`config.mk`:
```
export PLATFORM = sky130hd
export DESIGN_NAME = ps2_frame_rx
export DESIGN_NICKNAME = d
export VERILOG_FILES = /design/src/rtl/ps2_frame_rx.sv
export SDC_FILE = /design/constraint.sdc
export NUM_CORES = 1
export LEC_CHECK = 0
export CORE_ASPECT_RATIO = 1.2
export CORE_MARGIN = 5
export CORE_UTILIZATION = 35
export CTS_BUF_LIST = sky130_fd_sc_hd__clkbuf_8
export DETAILED_ROUTE_END_ITERATION = 8
export PLACE_DENSITY = 0.56
export RECOVER_POWER = 100
export SKIP_CTS_REPAIR_TIMING = 1
export SYNTH_ARGS = -nofsm -noshare
export SYNTH_HDL_FRONTEND = slang
export SYNTH_SLANG_ARGS = --single-unit
```
`constraint.sdc`:
```
create_clock -name clk -period 2.3 [get_ports clk]
set_input_delay 0.345 -clock clk [delete_from_list [all_inputs] [get_ports clk]]
set_output_delay 0.345 -clock clk [all_outputs]
set_load 0.005 [all_outputs]
```
`src/rtl/ps2_frame_rx.sv`:
```
// PS/2 device-to-host frame receiver: synchronise and de-glitch ps2c/ps2d, deframe 11-bit frames.
// Optional macro PS2_PARITY_CHECK_EN adds odd-parity checking in LOAD.
module ps2_frame_rx #(
    parameter int FILTER_LEN     = 8,
    parameter int TIMEOUT_CYCLES = 50000
) (
    input  logic       clk,
    input  logic       reset,
    input  logic       rx_en,
    input  logic       ps2d,
    input  logic       ps2c,
    output logic       rx_done_tick,
    output logic [7:0] dout,
    output logic       frame_err,
    output logic       busy
);

    localparam int TIMER_W = (TIMEOUT_CYCLES > 1) ? $clog2(TIMEOUT_CYCLES) : 1;

    typedef enum logic [1:0] {
        IDLE,
        DPS,
        LOAD
    } state_t;

    state_t                  state_q, state_d;
    logic                    ps2c_meta_q, ps2c_sync_q;
    logic                    ps2d_meta_q, ps2d_sync_q;
    logic [FILTER_LEN-1:0]   filter_q, filter_d;
    logic                    fclk_q, fclk_d;
    logic                    fall;
    logic [3:0]              n_q, n_d;
    logic [9:0]              b_q, b_d;
    logic [TIMER_W-1:0]      timer_q, timer_d;
    logic [7:0]              dout_q, dout_d;
    logic                    frame_ok;

    // Lines idle high, so the synchronisers reset to 1 to avoid a false fall after reset.
    always_ff @(posedge clk or posedge reset) begin
        if (reset) begin
            ps2c_meta_q <= 1'b1;
            ps2c_sync_q <= 1'b1;
            ps2d_meta_q <= 1'b1;
            ps2d_sync_q <= 1'b1;
        end else begin
            ps2c_meta_q <= ps2c;
            ps2c_sync_q <= ps2c_meta_q;
            ps2d_meta_q <= ps2d;
            ps2d_sync_q <= ps2d_meta_q;
        end
    end

    always_comb begin
        filter_d = {ps2c_sync_q, filter_q[FILTER_LEN-1:1]};
        fclk_d   = fclk_q;
        if (&filter_q) begin
            fclk_d = 1'b1;
        end else if (~|filter_q) begin
            fclk_d = 1'b0;
        end
        fall = fclk_q & ~fclk_d;
    end

    always_comb begin
`ifdef PS2_PARITY_CHECK_EN
        frame_ok = b_q[9] & (^b_q[8:0]);
`else
        // Parity bit is received but deliberately ignored in this build.
        frame_ok = b_q[9] | (1'b0 & b_q[8]);
`endif
    end

    always_comb begin
        state_d      = state_q;
        n_d          = n_q;
        b_d          = b_q;
        timer_d      = timer_q;
        dout_d       = dout_q;
        dout         = dout_q;
        rx_done_tick = 1'b0;
        frame_err    = 1'b0;
        case (state_q)
            IDLE: begin
                if (fall && rx_en && !ps2d_sync_q) begin
                    state_d = DPS;
                    n_d     = 4'd9;
                    timer_d = '0;
                end
            end
            DPS: begin
                if (fall) begin
                    b_d     = {ps2d_sync_q, b_q[9:1]};
                    timer_d = '0;
                    if (n_q == 4'd0) begin
                        state_d = LOAD;
                    end else begin
                        n_d = n_q - 4'd1;
                    end
                end else if (timer_q == TIMER_W'(TIMEOUT_CYCLES - 1)) begin
                    frame_err = 1'b1;
                    state_d   = IDLE;
                end else begin
                    timer_d = timer_q + 1'b1;
                end
            end
            LOAD: begin
                state_d = IDLE;
                // dout is bypassed so the new byte is visible in the same cycle as the tick.
                if (frame_ok) begin
                    dout_d       = b_q[7:0];
                    dout         = b_q[7:0];
                    rx_done_tick = 1'b1;
                end else begin
                    frame_err = 1'b1;
                end
            end
            default: state_d = IDLE;
        endcase
    end

    always_ff @(posedge clk or posedge reset) begin
        if (reset) begin
            state_q  <= IDLE;
            filter_q <= '1;
            fclk_q   <= 1'b1;
            n_q      <= '0;
            b_q      <= '0;
            timer_q  <= '0;
            dout_q   <= '0;
        end else begin
            state_q  <= state_d;
            filter_q <= filter_d;
            fclk_q   <= fclk_d;
            n_q      <= n_d;
            b_q      <= b_d;
            timer_q  <= timer_d;
            dout_q   <= dout_d;
        end
    end

    assign busy = (state_q != IDLE);

endmodule

```
==> out/results.txt, run 1 <==
slew at the pin with the worst max-slew slack: 0.8668 ns
CTS Buffer Depth: 2
num rows: 33
first-pass GRT wire length: 8.714 mm
Post-synth top cells: dfrtp_1, nand2_1, mux2_2
vias per cell: 5.058
Yosys cell types: 48
ys flop type: dfrtp_1
initial drt markers: 49
Yosys reg bits: 53
Die X-Extent: 87.36 µm
Fmax: 451.6 MHz
Avg Cell Area, Syn: 11.07 µm²
pwr/cell area: 561.9 nW/µm²
gr usage total: 0.1229
sequential area share after synthesis: 0.5341
max-cap violation count: 0
core footprint: 6937 µm²
skew final: 0.009584 ns
Area contributors post-synth: dfrtp_1, dfstp_2, mux2_2, nand2_1, o21ai_0
TritonRoute pass-1 iters: 4
end point of the critical path: dout[0]
Routed Antenna Nets: 0
initial antenna violation count: 0
# diodes: 0
CP endpoint kind: output pin
worst path arrival time: 1.87 ns
top-area cell type share of the netlist area: 0.3982
max-slew violations: 0
sequential cell area: 1343 µm²
pin count of the biggest net entering global routing: 31
# port buffers: 15
final period utilization: 0.9628
Post-synth EDFFs: 0
worst vdd ir: 0.3236 mV
CTS Sinks: 53
most common cell in the netlist: dfrtp_1
H-tree levels: 2
Worst Setup Path Type: flip-flop to output pin
vias in the first global route: 1826
Relative slew margins: 0.4215
Final setup viols: 0
TritonCTS clock tree: yes
Via Count: 1826
die footprint: 8984 µm²
WP data required: 1.96 ns
Multi-input gate area: 1094 µm²
Async SR Flop Fraction: 1.000
pre-CTS worst setup slack: -0.09112 ns
Reg2Reg Launch Point: filter_q[3]
hold_sp: ps2d_meta_q
outcome: finished clean
Ports: 16
crit start category: flip-flop
WHS: 0.3608 ns
fraction of final layout cells sized beyond drive strength 1: 0.2518
post-layout worst setup margin: 0.08566 ns
Max FO, Critical Path: 4
Syn Nets: 237
GRT overflow: 0
RSZ-0062 raised after global routing: false
wire per inst: 13.55 µm
Area Overhead vs Synth: 22.80%
dpl hpwl: 3.582 mm
Synth warnings: 0
worst skew pair latency: 0.30 ns
reg2reg end: timer_q[12]
DRC Markers: 0
Cells after Synth: 227
Netlist Area Pre-Place: 2514 µm²
cells on worst reg2reg path: 6
Critical Path Start: state_q[0]
# fillers: 683
final wirelength: 4.890 mm
Final Hold Fails: 0
GPL Wtd Cong: 0.8147
Initial Util: 0.3624
Worst Hold Class: flip-flop to flip-flop
die height: 102.8 µm
fin crit period: 2.214 ns
area leader, netlist: dfrtp_1
P_leak: 0.001500 µW
CTS Buf Count: 5
Clock Pin Slew Worst Setup and Hold Paths: 0.09 ns
Total Nets Final: 283
Worst R2R Setup Slack: 0.18 ns
Root Buffer: clkbuf_8
-- flip-flops by register name, indices dropped and copies added (netlist names) --
| signal | count |
|---|---|
| dout_q | 8 |
| ps2d_meta_q | 1 |
| filter_q | 8 |
| n_q | 4 |
| b_q | 10 |
| ps2c_sync_q | 1 |
| fclk_q | 1 |
| ps2c_meta_q | 1 |
| state_q | 2 |
| timer_q | 16 |
| ps2d_sync_q | 1 |
-- worst max-delay path: stages, from the launching register on --
cell and delay (ns):
dfrtp_1 0.38, inv_1 0.07, ha_2 0.23, nand2_4 0.10, mux2_2 0.34, clkdlybuf4s50_1 0.45
-- layout by cell type (no fill, tap or decap), drive strengths merged, types with 2 or more instances in the layout --
cell and count:
a21boi 2, nand2 26, a21oi 12, o21ai 16, nand2b 2, and4 2, nor3b 2, ha 5
o22ai 2, a22oi 3, mux2i 4, o41ai 2, inv 13, and3 5, clkdlybuf4s50 7, a21o 2
nor3 4, bufinv 2, dfstp 13, nand3 8, dlygate4sd3 4, nor2 6, clkbuf 10, nor2b 2
a31oi 5, dfrtp 40, mux2 18, buf 25, or3 3, nor4 5, dlymetal6s2s 2, nand4 4
o21bai 3
-- area by class of cell --
type,count,share of cell area
clock buffer,5,0.02229
clock inverter,3,0.02108
inverter,13,0.01581
multi-input combinational,156,0.3543
sequential,53,0.4349
tap,87,0.03527
timing repair buffer,44,0.1163
-- per-stage QoR --
stage                     cells  cell area, µm²  setup TNS [ns]  total power [µW]  utilization
after global placement      348            2930         -0.1416              1032       0.4224
after floorplan             227            2514               0              1005            -
final                       361            3087               0              1734       0.4450
after CTS                   356            3064          -2.112              1770       0.4417
after detailed placement    348            2930        -0.09112              1032       0.4224
after global routing        361            3087               0              1811       0.4450
-- power breakdown --
part	internal (µW)	switching [µW]	leakage [µW]
Clock	432	297	0.0000681
Sequential	953	9.61	0.000619
Combinational	14.8	27.9	0.000813
-- kinds of logic after synthesis --
family | Yosys count | synth area share
mux | 22 | 0.09656
xor+xnor | 1 | 0.003485
compound gates | 53 | 0.1394
simple gates | 74 | 0.1653
fa+ha+maj | 5 | 0.02489
buf+inv | 19 | 0.03633
flops | 53 | 0.5341
-- worst min-delay path by stage --
stage	slack [ns]	endpoint	cells after the start
after CTS	0.36	ps2d_sync_q	0
after detailed placement	0.35	ps2d_sync_q	0
after global routing	0.37	ps2c_sync_q	0
after floorplan	0.35	filter_q[7]	0
after global placement	0.35	ps2c_sync_q	0
final	0.36	ps2d_sync_q	0
-- metal layers --
| metal | global-route usage | wire length (µm) | up-vias |
|---|---|---|---|
| met5 | 0 | 0 | - |
| met4 | 0.04604 | 51 | 0 |
| met3 | 0.02638 | 125 | 4 |
| met2 | 0.2053 | 2406 | 19 |
| met1 | 0.1557 | 2307 | 888 |
| li1 | - | - | 915 |
No activity file was read; power rests on OpenSTA's default activity.
==> run 2, diff against run 1 <==
- SETUP_SLACK_MARGIN: not set -> 0.05
==> out/results.txt, run 2 (synthesis gave the netlist of run 1 again) <==
dpl hpwl: 3.582 mm (unchanged)
Worst Setup Path Type: flip-flop to output pin
worst skew pair latency: 0.30 ns (about the same)
Worst R2R Setup Slack: 0.18 ns (about the same)
worst path arrival time: 1.84 ns (-0.03 ns)
switching share of power: 0.1937 (+0.0008566)
wire per inst: 13.63 µm (+0.65%)
CP endpoint kind: output pin
Via Count: 1837 (+0.60%)
GPL Wtd Cong: 0.8147 (unchanged)
RSZ-0062 raised after global routing: true
worst vdd ir: 0.3255 mV (+0.59%)
GRT overflow: 0 (unchanged)
fraction of final layout cells sized beyond drive strength 1: 0.2372 (-0.01460)
CTS Sinks: 53 (unchanged)
WP data required: 1.96 ns (about the same)
# port buffers: 15 (unchanged)
core footprint: 6937 µm² (unchanged)
pre-CTS worst setup slack: -0.09112 ns (unchanged)
fin crit period: 2.186 ns (-0.02806 ns)
vias in the first global route: 1826 (unchanged)
pwr/cell area: 561.4 nW/µm² (about the same)
initial drt markers: 67 (+37%)
die height: 102.8 µm (unchanged)
gr usage total: 0.1229 (unchanged)
final period utilization: 0.9506 (-0.01220)
critical-path cell list: inv_1, ha_4, nand2_4, mux2_1, clkdlybuf4s50_1
Max stage delay cell, worst path: clkdlybuf4s50_1
Worst Hold Class: flip-flop to flip-flop
Final Power: 1736 µW (about the same)
num rows: 33 (unchanged)
most common cell after layout, fill and taps aside: dfrtp_1
initial antenna violation count: 0 (unchanged)
leading cell types in the layout, fill and taps excluded: dfrtp_1, nand2_1, buf_4
P_leak: 0.001477 µW (-1.5%)
sequential cell area: 1343 µm² (unchanged)
post-layout worst setup margin: 0.1137 ns (+0.02806 ns)
Initial Util: 0.3624 (unchanged)
# diodes: 0 (unchanged)
skew final: 0.007806 ns (-0.001778 ns)
outcome: finished clean
TritonRoute pass-1 iters: 4 (unchanged)
Ports: 16 (unchanged)
die footprint: 8984 µm² (unchanged)
Multi-input gate area: 1106 µm² (+1.1%)
Comb power frac: 0.025 (about the same)
max-cap violation count: 0 (unchanged)
max FFs per register: 16 (unchanged)
Largest regs: timer_q x16, b_q x10
Root Buffer: clkbuf_8
Routed Antenna Nets: 0 (unchanged)
Area Overhead vs Synth: 23.00%
Largest Register: timer_q
first-pass GRT wire length: 8.714 mm (unchanged)
Clock Pin Slew Worst Setup and Hold Paths: 0.09 ns (about the same)
# fillers: 688 (+0.73%)
CTS Buffer Depth: 2 (unchanged)
Fmax: 457.4 MHz (+1.3%)
internal power: 1400 µW (about the same)
Post-Route Setup TNS: 0 ns (unchanged)
DRC Markers: 0 (unchanged)
vias per cell: 5.089 (+0.60%)
Clk pwr share: 0.421 (about the same)
pin count of the biggest net entering global routing: 31 (unchanged)
Die X-Extent: 87.36 µm (unchanged)
final wirelength: 4.922 mm (+0.65%)
Relative slew margins: 0.4227 (+0.001197)
TritonCTS clock tree: yes
H-tree levels: 2 (unchanged)
Total Nets Final: 283 (unchanged)
Reg power frac: 0.555 (about the same)
max-slew violations: 0 (unchanged)
Slowest Stage Delay on Critical Path: 0.45 ns (about the same)
crit start category: flip-flop
slew at the pin with the worst max-slew slack: 0.8650 ns (-0.001794 ns)
Max FO, Critical Path: 4 (unchanged)
CTS Buf Count: 5 (unchanged)
Switch Pwr: 336.2 µW (+0.53%)
Final setup viols: 0 (unchanged)
Final Hold Fails: 0 (unchanged)
[run 2: changes by cell type in the layout (fill, tap and decap cells not counted), moves of 2 or more]
cell | previous run | this run
clkbuf_1 | 1 | 3
mux2_2 | 17 | 14
clkdlybuf4s50_1 | 7 | 3
mux2_1 | 1 | 4
buf_4 | 25 | 23
clkdlybuf4s25_1 | 0 | 4
[run 2: final timing paths]
| check | start | end | cells past startpoint |
|---|---|---|---|
| setup / recovery | state_q[0] | dout[3] | 5 |
| hold / removal | ps2d_meta_q | ps2d_sync_q | 0 |
| setup reg to reg | filter_q[3] | timer_q[12] | 6 |
| hold reg to reg | ps2d_meta_q | ps2d_sync_q | 0 |
| max in group asynchronous | reset | timer_q[3] | 3 |
| min in group asynchronous | reset | n_q[2] | 2 |
[run 2: per-stage QoR]
step                  util  hold slack, ns  area (µm²)  std cells
finish              0.4457          0.3611        3092        361
global route        0.4457          0.3688        3092        361
CTS                 0.4417          0.3620        3064        356
detailed placement  0.4224          0.3482        2930        348
global placement    0.4224          0.3462        2930        348
floorplan                -          0.3452        2514        227
[run 2: worst max-delay path: cells and delay by family (launching register included)]
kind / cells / cell delay, ns
adder cells (fa/ha/maj): 1 / 0.17
buffers and inverters: 2 / 0.57
flip-flops: 1 / 0.41
multiplexers: 1 / 0.33
AND/OR/NAND/NOR: 1 / 0.06
[run 2: final cells by class]
type,count,share of cell area
sequential,53,0.4342
multi-input combinational,156,0.3577
timing repair buffer,44,0.1137
tap,87,0.03521
clock buffer,5,0.02226
clock inverter,3,0.02104
inverter,13,0.01578
[run 2: power groups by stage]
| stage | Sequential, µW | Combinational [µW] | Clock (µW) |
|---|---|---|---|
| global placement | 982 | 49.6 | 0 |
| detailed placement | 982 | 49.7 | 0 |
| floorplan | 981 | 24.5 | 0 |
| CTS | 965 | 49.8 | 755 |
| finish | 963 | 42.7 | 730 |
| global route | 966 | 49.9 | 795 |
[run 2: metal layers]
layer	part of all wire	GRT usage	vias up
li1	-	-	921
met1	0.47	0.1557	893
met2	0.50	0.2053	19
met3	0.025	0.02638	4
met4	0.0083	0.04604	0
met5	0	0	-
